**src/rtl/pointwise_ub_sched.sv**
```systemverilog
// pointwise_ub_sched
//
// Schedule controller for the pointwise pipeline. It runs three loop nests
// (input-wrapper write, mult compute, hw_output read), each WIDTH x HEIGHT at
// II=1. Each nest is offset from the first input write by a fixed start delay,
// so every read lands after the write to the same address.
//
// Ports
//   clk             clock
//   rst_n           asynchronous active-low reset
//   flush           synchronous abort back to idle (beats start and stall)
//   start           launch request, sampled only while idle
//   stall           freezes every stage for the cycle it selects
//   busy            a run is in progress
//   done            one-cycle pulse in the cycle after the final out_ren
//   in_wen          input-wrapper stencil write enable
//   in_ctrl_vars    input counters: [0]=root (always 0), [1]=x, [2]=y
//   mult_en         mult_stencil read enable / mult write enable
//   mult_ctrl_vars  mult counters, same layout
//   out_ren         hw_output stencil read enable
//   out_ctrl_vars   output counters, same layout
//
// All outputs come straight from flops. Inputs sampled at edge e decide what
// the outputs show in the cycle that edge opens.

module pointwise_ub_sched #(
  parameter int unsigned WIDTH      = 64,
  parameter int unsigned HEIGHT     = 64,
  parameter int unsigned DELAY_MULT = 1,
  parameter int unsigned DELAY_OUT  = 2,
  parameter int unsigned CW         = 16
) (
  input  logic                 clk,
  input  logic                 rst_n,
  input  logic                 flush,
  input  logic                 start,
  input  logic                 stall,
  output logic                 busy,
  output logic                 done,
  output logic                 in_wen,
  output logic [2:0][CW-1:0]   in_ctrl_vars,
  output logic                 mult_en,
  output logic [2:0][CW-1:0]   mult_ctrl_vars,
  output logic                 out_ren,
  output logic [2:0][CW-1:0]   out_ctrl_vars
);

  // ---------------------------------------------------------------------------
  // Elaboration-time parameter checks
  // ---------------------------------------------------------------------------
  if (DELAY_MULT < 1) begin : g_bad_delay_mult
    $error("pointwise_ub_sched: DELAY_MULT must be at least 1");
  end
  if (DELAY_OUT <= DELAY_MULT) begin : g_bad_delay_out
    $error("pointwise_ub_sched: DELAY_OUT must exceed DELAY_MULT");
  end
  if ((64'(WIDTH) > (64'd1 << CW)) || (64'(HEIGHT) > (64'd1 << CW))) begin : g_bad_cw
    $error("pointwise_ub_sched: WIDTH and HEIGHT must fit in CW bits");
  end
  if ((WIDTH < 1) || (HEIGHT < 1)) begin : g_bad_extent
    $error("pointwise_ub_sched: WIDTH and HEIGHT must be non-zero");
  end

  // ---------------------------------------------------------------------------
  // Derived sizes
  // ---------------------------------------------------------------------------
  localparam int unsigned NumIter = WIDTH * HEIGHT;
  // The global counter must reach DELAY_OUT + NumIter, the value that marks
  // every stage as finished.
  localparam int unsigned RunLen  = DELAY_OUT + NumIter;
  localparam int unsigned TW      = $clog2(RunLen + 1);

  typedef logic [TW-1:0] tcnt_t;
  typedef logic [CW-1:0] var_t;

  localparam tcnt_t RunEnd = TW'(RunLen);
  localparam tcnt_t Iter   = TW'(NumIter);
  localparam var_t  XLast  = CW'(WIDTH - 1);

  // Stage index: 0 = input write, 1 = mult, 2 = output read.
  localparam logic [2:0][TW-1:0] StageOff = {TW'(DELAY_OUT), TW'(DELAY_MULT), TW'(0)};

  typedef enum logic [0:0] {StIdle, StRun} state_e;

  // ---------------------------------------------------------------------------
  // State
  // ---------------------------------------------------------------------------
  state_e          state_q;
  // Global step for the next unstalled run cycle. It is 0 while idle, so the
  // start edge loads step 0 and the counter then sits at 1.
  tcnt_t           t_q;
  logic            busy_q;
  logic            done_q;
  logic [2:0]      en_q;
  logic [2:0][CW-1:0] x_q;
  logic [2:0][CW-1:0] y_q;

  // ---------------------------------------------------------------------------
  // Per-stage next iteration for the step about to be issued
  // ---------------------------------------------------------------------------
  tcnt_t           t_cur;
  logic [2:0]      act_d;
  logic [2:0][CW-1:0] x_d;
  logic [2:0][CW-1:0] y_d;

  always_comb begin
    t_cur = (state_q == StIdle) ? '0 : t_q;
    act_d = '0;
    x_d   = '0;
    y_d   = '0;
    for (int s = 0; s < 3; s++) begin
      act_d[s] = (t_cur >= StageOff[s]) && ((t_cur - StageOff[s]) < Iter);
      // The first active step of a stage is (0,0). After that, advance from
      // the held counters. Stalls leave those counters untouched, so raster
      // order survives any stall pattern.
      if (act_d[s] && (t_cur != StageOff[s])) begin
        if (x_q[s] == XLast) begin
          x_d[s] = '0;
          y_d[s] = y_q[s] + var_t'(1);
        end else begin
          x_d[s] = x_q[s] + var_t'(1);
          y_d[s] = y_q[s];
        end
      end
    end
  end

  // ---------------------------------------------------------------------------
  // FSM and registered outputs
  // ---------------------------------------------------------------------------
  always_ff @(posedge clk or negedge rst_n) begin
    if (!rst_n) begin
      state_q <= StIdle;
      t_q     <= '0;
      busy_q  <= 1'b0;
      done_q  <= 1'b0;
      en_q    <= '0;
      x_q     <= '0;
      y_q     <= '0;
    end else if (flush) begin
      // Abort: return to idle without a completion pulse.
      state_q <= StIdle;
      t_q     <= '0;
      busy_q  <= 1'b0;
      done_q  <= 1'b0;
      en_q    <= '0;
      x_q     <= '0;
      y_q     <= '0;
    end else begin
      case (state_q)
        StIdle: begin
          done_q <= 1'b0;
          if (start) begin
            state_q <= StRun;
            busy_q  <= 1'b1;
            t_q     <= TW'(1);
            en_q    <= act_d;
            x_q     <= x_d;
            y_q     <= y_d;
          end else begin
            t_q  <= '0;
            en_q <= '0;
            x_q  <= '0;
            y_q  <= '0;
          end
        end

        StRun: begin
          if (t_q == RunEnd) begin
            // The previous cycle held the final out_ren. This cycle is the
            // completion cycle, and it is already idle, so start is accepted.
            state_q <= StIdle;
            t_q     <= '0;
            busy_q  <= 1'b0;
            done_q  <= 1'b1;
            en_q    <= '0;
            x_q     <= '0;
            y_q     <= '0;
          end else if (stall) begin
            // Freeze: no strobes, and the counters and ctrl_vars hold.
            en_q <= '0;
          end else begin
            t_q  <= t_q + TW'(1);
            en_q <= act_d;
            x_q  <= x_d;
            y_q  <= y_d;
          end
        end

        default: begin
          state_q <= StIdle;
        end
      endcase
    end
  end

  // ---------------------------------------------------------------------------
  // Outputs
  // ---------------------------------------------------------------------------
  assign busy           = busy_q;
  assign done           = done_q;
  assign in_wen         = en_q[0];
  assign mult_en        = en_q[1];
  assign out_ren        = en_q[2];
  assign in_ctrl_vars   = {y_q[0], x_q[0], var_t'(0)};
  assign mult_ctrl_vars = {y_q[1], x_q[1], var_t'(0)};
  assign out_ctrl_vars  = {y_q[2], x_q[2], var_t'(0)};

  // ---------------------------------------------------------------------------
  // Sanity properties
  // ---------------------------------------------------------------------------
  // No strobe may fire outside a run.
  a_en_in_run : assert property (@(posedge clk) disable iff (!rst_n)
    (in_wen || mult_en || out_ren) |-> busy);

  // The completion pulse lands in an idle cycle.
  a_done_idle : assert property (@(posedge clk) disable iff (!rst_n)
    done |-> !busy);

  // The completion pulse is a single cycle wide.
  a_done_pulse : assert property (@(posedge clk) disable iff (!rst_n)
    done |=> !done);

endmodule

```
**config.mk**
```make
export PLATFORM = sky130hd
export DESIGN_NAME = pointwise_ub_sched
export DESIGN_NICKNAME = d
export VERILOG_FILES = /design/src/rtl/pointwise_ub_sched.sv
export SDC_FILE = /design/constraint.sdc
export NUM_CORES = 1
export LEC_CHECK = 0
export ABC_AREA = 1
export BUFFER_PORTS_ARGS = -buffer_cell sky130_fd_sc_hd__buf_2
export CORE_ASPECT_RATIO = 0.9
export CORE_MARGIN = 8
export CORE_UTILIZATION = 51
export DETAILED_ROUTE_END_ITERATION = 8
export GPL_TIMING_DRIVEN = 0
export PLACE_DENSITY_LB_ADDON = 0.1
export SLEW_MARGIN = 20
export SYNTH_ARGS = -nofsm -noshare
export SYNTH_HDL_FRONTEND = slang
export SYNTH_SLANG_ARGS = --single-unit
```
**constraint.sdc**
```tcl
create_clock -name clk -period 1.6 [get_ports clk]
set_clock_uncertainty 0.1 [all_clocks]
set_input_delay 0.24 -clock clk [delete_from_list [all_inputs] [get_ports clk]]
set_output_delay 0.24 -clock clk [all_outputs]
set_load 0.03 [all_outputs]
```
-- Yosys cells after proc, flatten, opt, wreduce, memory -nomap -nowiden
Cells that the tools add are included.
- bits in registers: 115
- bits of input ports: 5
- output and inout port bits: 149
- $add $sub $neg: 9
- $lt $le $gt $ge: 6
- equal/unequal tests: 9
- mux-type cells: 44
- bitwise operators: 1
- reductions and logical operators: 8
- operators with widths (kind ; number):
    $mux 48 ; 8
    $mux 16 ; 12
    $pmux 48 s2 ; 2
    $add 16x1->16 const B ; 6
    $mux 13 ; 4
    $eq 16x6->1 const B ; 3
    $lt 13x13->1 const B ; 3
    $ge 13x1->1 const B ; 2
    $pmux 13 s2 ; 1
    $add 13x1->13 const B ; 1
    $eq 13x13->1 const B ; 1
    $ge 13x2->1 const B ; 1
    $ne 13x1->1 const B ; 1
    $ne 13x2->1 const B ; 1
    $reduce_bool 13->1 ; 1
    $sub 13x1->13 const B ; 1
    $sub 13x2->13 const B ; 1
    $mux 3 ; 4
    $mux 1 ; 9
    $logic_and 1x1->1 ; 6
    $pmux 1 s2 ; 3
    $pmux 3 s2 ; 1
    $ne 4x3->1 const B ; 1
    $ne 3x2->1 const B ; 1
    other kinds (3) ; 3

-- Longest topological paths before layout
- depth after elaboration: 10
- depth in mapped cells: 13
- depth with buffers taken out: 13

-- Worst setup path after synthesis
Ideal clock, no wire load.
- kind: reg2reg
- start point: register x_q, in the netlist mult_ctrl_vars[16]
- end point: register y_q, in the netlist mult_ctrl_vars[33]
- library setup time: 125 ps
- arrival: 1805 ps
- required time: 1375 ps
- setup slack: -430 ps
- stages on the path, launching flop included: 10
- path buffers: 0
- clock period less this slack: 2030 ps
- path through: dfrtp_1 > ha_1 > nand3_1 > nor2_2 > nand2_1 > inv_1 > nand2_2 > or2_1 > o21ai_0 > nor2_1
- longest elaborated chain between the ends: 7
- elaborated cells between the ends (all ways): 8
- classes of those cells: 1 x eq/ne; 7 x mux
- RTL lines (element ; RTL line ; RTL):
    start: declaration ; 95 ; logic [2:0][CW-1:0] x_q;
    start signal: assignment ; 138 ; x_q <= '0;
    start signal: assignment ; 147 ; x_q <= '0;
    start signal: assignment ; 158 ; x_q <= x_d;
    $eq 16x6->1 (*) ; 117 ; if (x_q[s] == XLast) begin
    $mux 16 (*) ; 117 ;
    $mux 16 (*) ; 116 ; if (act_d[s] && (t_cur != StageOff[s])) begin
    $mux 48 ; 179 ; end else if (stall) begin
    $mux 48 ; 169 ; if (t_q == RunEnd) begin
    $pmux 48 s2 (*) ; 150 ; case (state_q)
    $mux 48 (*) ; 140 ; end else if (flush) begin
    end signal: assignment ; 159 ; y_q <= y_d;
    end signal: assignment ; 186 ; y_q <= y_d;
    end: declaration ; 96 ; logic [2:0][CW-1:0] y_q;
Every way passes the cells marked *; elsewhere a longest branch is shown, timed or not. The select of a mux whose other input is x is not followed.
A chain may end at the register's enable or synchronous reset.

-- Final worst setup path
- start point: register t_q[4]
- end point: register x_q, in the netlist in_ctrl_vars[26]
- longest elaborated chain between the ends: 9
- elaborated cells between the ends (all ways): 14
- classes of those cells: 2 x order compare; 2 x eq/ne; 7 x mux; 3 x reduce/logical
- RTL lines (element ; RTL line ; RTL):
    start: declaration ; 91 ; tcnt_t t_q;
    start signal: assignment ; 183 ; t_q <= t_q + TW'(1);
    $mux 13 ; 107 ; t_cur = (state_q == StIdle) ? '0 : t_q;
    $ge 13x1->1 / $lt 13x13->1 (equally long branches) ; 112 ; act_d[s] = (t_cur >= StageOff[s]) && ((t_cur - StageOff[s]) < Iter);
    $logic_and 1x1->1 ; 112 ;
    $logic_and 1x1->1 ; 116 ;
    $mux 16 ; 116 ;
    $mux 48 ; 179 ;
    $mux 48 ; 169 ;
    $pmux 48 s2 ; 150 ;
    $mux 48 ; 140 ;
    end signal: assignment ; 138 ;
    end signal: assignment ; 177 ; x_q <= '0;
    end signal: assignment ; 185 ; x_q <= x_d;
Parallel ways exist; a longest one is shown, timed or not. The select of a mux whose other input is x is not followed.

==> flow_metrics.py <==
metrics = {
    "placement": {
        "dp.final_hpwl_um": 16800,
        "routabilityCongestion": 0.886,
        "port_buffers": 105,
        "place_ws_ps": -450,
        "place_inst": 1520,
    },
    "worst_setup_path": {
        "r2r_setup_slack_ps": -370,
        "r2r_end": "in_ctrl_vars[26]",
        "crit_path_top_delay_cell": "dfrtp_2",
        "cpPeakStageDelay_ps": 430,
        "path_common_cell": "nand2_8",
        "cp-end-kind": "flip-flop",
        "r2r_start": "t_q[4]",
        "worstPathMaxFanout": 8,
        "path_class": "reg2reg",
        "cp.required_ps": 1810,
        "start_kind": "flip-flop",
        "crit_arrival_ps": 2190,
        "path_cells": "nor2_2, nand2_2, nor2_4, nand2_4, buf_12, nand2_8, nand2_8, buf_12, nand2_8, nand2_8, nand2_8, nor2_1",
        "rr_worst_depth": 12,
    },
    "run": {
        "drv_cap": 0,
    },
    "die": {
        "ios": 154,
        "initial_utilization": 0.519,
        "die_w_um": 148,
        "die_y_um": 134,
        "die-area_mm2": 0.0198,
        "core.rowCount": 43,
        "core_mm2": 0.0153,
    },
    "final_layout": {
        "fillCellCount": 1184,
        "drive_above_1_share": 0.351,
        "antenna_cells": 0,
        "stdcell_count": 1630,
        "nNetsFinal": 1428,
        "area_delta_synth_final_pct": 44.2,
    },
    "logic_synthesis": {
        "avgSynthCellArea_um2": 6.83,
        "synth_edf_count": 0,
        "synth_async_sr_flop_share": 1.00,
        "ys_ff_latch": 115,
        "ys_types": 43,
        "synth.cell_area_mm2": 0.00795,
        "synth_ff_type": "dfrtp_1",
        "yosysWarnings": 0,
        "yosysTopAreaCellShare": 0.362,
        "synthCells": 1165,
        "synth_common_cells": "nand2_1 (345), nor2_1 (157), inv_1 (134)",
        "synthMostInstantiatedCell": "nand2_1",
        "synth_largest_area_cell": "dfrtp_1",
        "ys_seq_area_frac": 0.362,
        "synthTopCellsByArea": "dfrtp_1 (36%), nand2_1 (16%), nor2_1 (7.4%)",
    },
    "grt": {
        "grt_pass1_wl_um": 39300,
        "grt_max_degree": 59,
        "grt_pass1_vias": 7812,
        "grt_overflow": 0,
        "grt_use_total": 0.242,
        "antenna_found_initial": 0,
    },
    "timing": {
        "worst_pin_slew_ps": 660,
        "hold-worst-slack_ps": 75.8,
        "slew_violations": 0,
        "slew_headroom": 0.560,
        "fmax_mhz": 507,
        "period_minus_slack_ps": 1970,
        "setup_slack_ps": -373,
        "fin_crit_sh": 1.23,
        "setup_viol": 109,
        "rsz0062_at_grt": "true",
        "final-hold-violation-count": 0,
    },
    "clocking": {
        "clkLatencyLatePin_ps": 430,
        "clock_sinks": 115,
        "htree_levels": 4,
        "numCtsBuffers": 17,
        "root_buffer": "clkbuf_16",
        "cts_tree": "built",
        "clk_pin_slew_ps": 60,
        "cts.path.max_buffers": 2,
    },
    "route": {
        "routedWlPerCell_um": 16.1,
        "firstDrtPassIters": 6,
        "postRouteWirelength_um": 26200,
        "ant_nets": 0,
        "viasPerCell": 5.28,
        "drtIter0Drc": 774,
        "vias": 8608,
        "drc": 0,
    },
    "outcome": {
        "status": "finished, violations left",
        "violations": "negative setup slack",
    },
    "power": {
        "p_leak_nw": 5.58,
        "vdd_drop_max_uv": 751,
        "p_total_mw": 7.80,
        "powerDensity_mw_per_mm2": 681,
    },
    "worst_hold_path": {
        "holdCritPathClass": "in2reg",
        "min_path_cells": 2,
        "hp-start": "stall",
        "min_to": "en_q[0]",
    },
}
[sequential cells by signal (all words and copies together) (netlist names)]
name	cells
state_q	1
busy	1
out_ctrl_vars	32
t_q	13
done	1
in_ctrl_vars	32
mult_ctrl_vars	32
en_q	3
[cell families (layout without fill, tap and decap cells)]
| logic type | count (synthesis) | in the layout | synth area share |
|---|---|---|---|
| simple gates | 707 | 708 | 0.394 |
| buf+inv | 209 | 424 | 0.130 |
| flops | 115 | 115 | 0.362 |
| other cells | 1 | 48 | 0.000472 |
| xor+xnor | 32 | 32 | 0.0352 |
| compound gates | 93 | 93 | 0.0656 |
| fa+ha+maj | 8 | 8 | 0.0126 |
[metrics by stage]
stage | util | area (µm²) | setup TNS (ps)
finish | 0.748 | 11500 | -28720
detailed placement | 0.605 | 9270 | -37600
global route | 0.748 | 11500 | -37490
CTS | 0.691 | 10600 | -27470
floorplan | - | 8460 | -10740
global placement | 0.602 | 9240 | -189690
[cell type report]
class	instances	area (µm²)	area share
Multi-Input combinational cell	889	5090	0.444
Sequential cell	115	2910	0.254
Timing Repair Buffer	185	1430	0.125
Buffer	65	609	0.0532
Inverter	141	588	0.0513
Clock buffer	26	469	0.0409
Tap cell	202	253	0.0221
Clock inverter	6	105	0.00917
Timing Repair inverter	1	8.76	0.000764
[critical path: cells and delay by family, from the launching register on]
family,cells,cell delay (ps)
flip-flops,1,430
buffers and inverters,2,290
AND/OR/NAND/NOR,10,1020
[power breakdown]
part / total [mW] / leakage (nW) / switching [mW] / internal (mW)
Sequential: 2.94 / 1.56 / 0.0127 / 2.93
Combinational: 1.04 / 3.75 / 0.641 / 0.396
Clock: 3.83 / 0.280 / 1.35 / 2.48
[cells in the final DEF (no fill, tap or decap), types with 23 or more instances in the layout]
cell     instances
dfrtp_1         88
buf_6           23
xor2_1          24
buf_2          104
conb_1          48
dfrtp_2         27
buf_4           94
nand2_1        309
o21ai_0         28
nand4_1         40
inv_1          120
nand2_2         28
nand3_1         66
nor2_1         119
nor2_4          28
[routing by layer]
layer | global-route usage | up-vias | wire (µm) | part of all wire
met4 | 0.0832 | 0 | 662 | 0.025
met1 | 0.312 | 4074 | 10900 | 0.42
met5 | 0 | - | 0 | 0
met2 | 0.386 | 346 | 12800 | 0.49
li1 | - | 4123 | - | -
met3 | 0.0635 | 65 | 1840 | 0.070
[worst max-delay path by stage]
stage	start	end	slack [ps]	depth (start not counted)
2_1_floorplan	out_ctrl_vars[17]	out_ctrl_vars[36]	-180	10
3_3_place_gp	rst_n	mult_ctrl_vars[37]	-1540	1
3_5_place_dp	t_q[0]	t_q[9]	-450	11
4_1_cts	t_q[0]	out_ctrl_vars[40]	-340	13
5_1_grt	state_q	out_ctrl_vars[42]	-460	11
6_report	t_q[4]	in_ctrl_vars[26]	-370	12
[what timing repair did]
item                                   4_1_cts  5_1_grt
cloned                                       6        5
pin swaps                                   20       42
endpoints found under the hold margin       57        0
buffers inserted                            37       34
gates resized for setup                     88      180
setup endpoints to repair                  102      114
hold buffers                                 1        0
(Power assumes the default switching activity.)
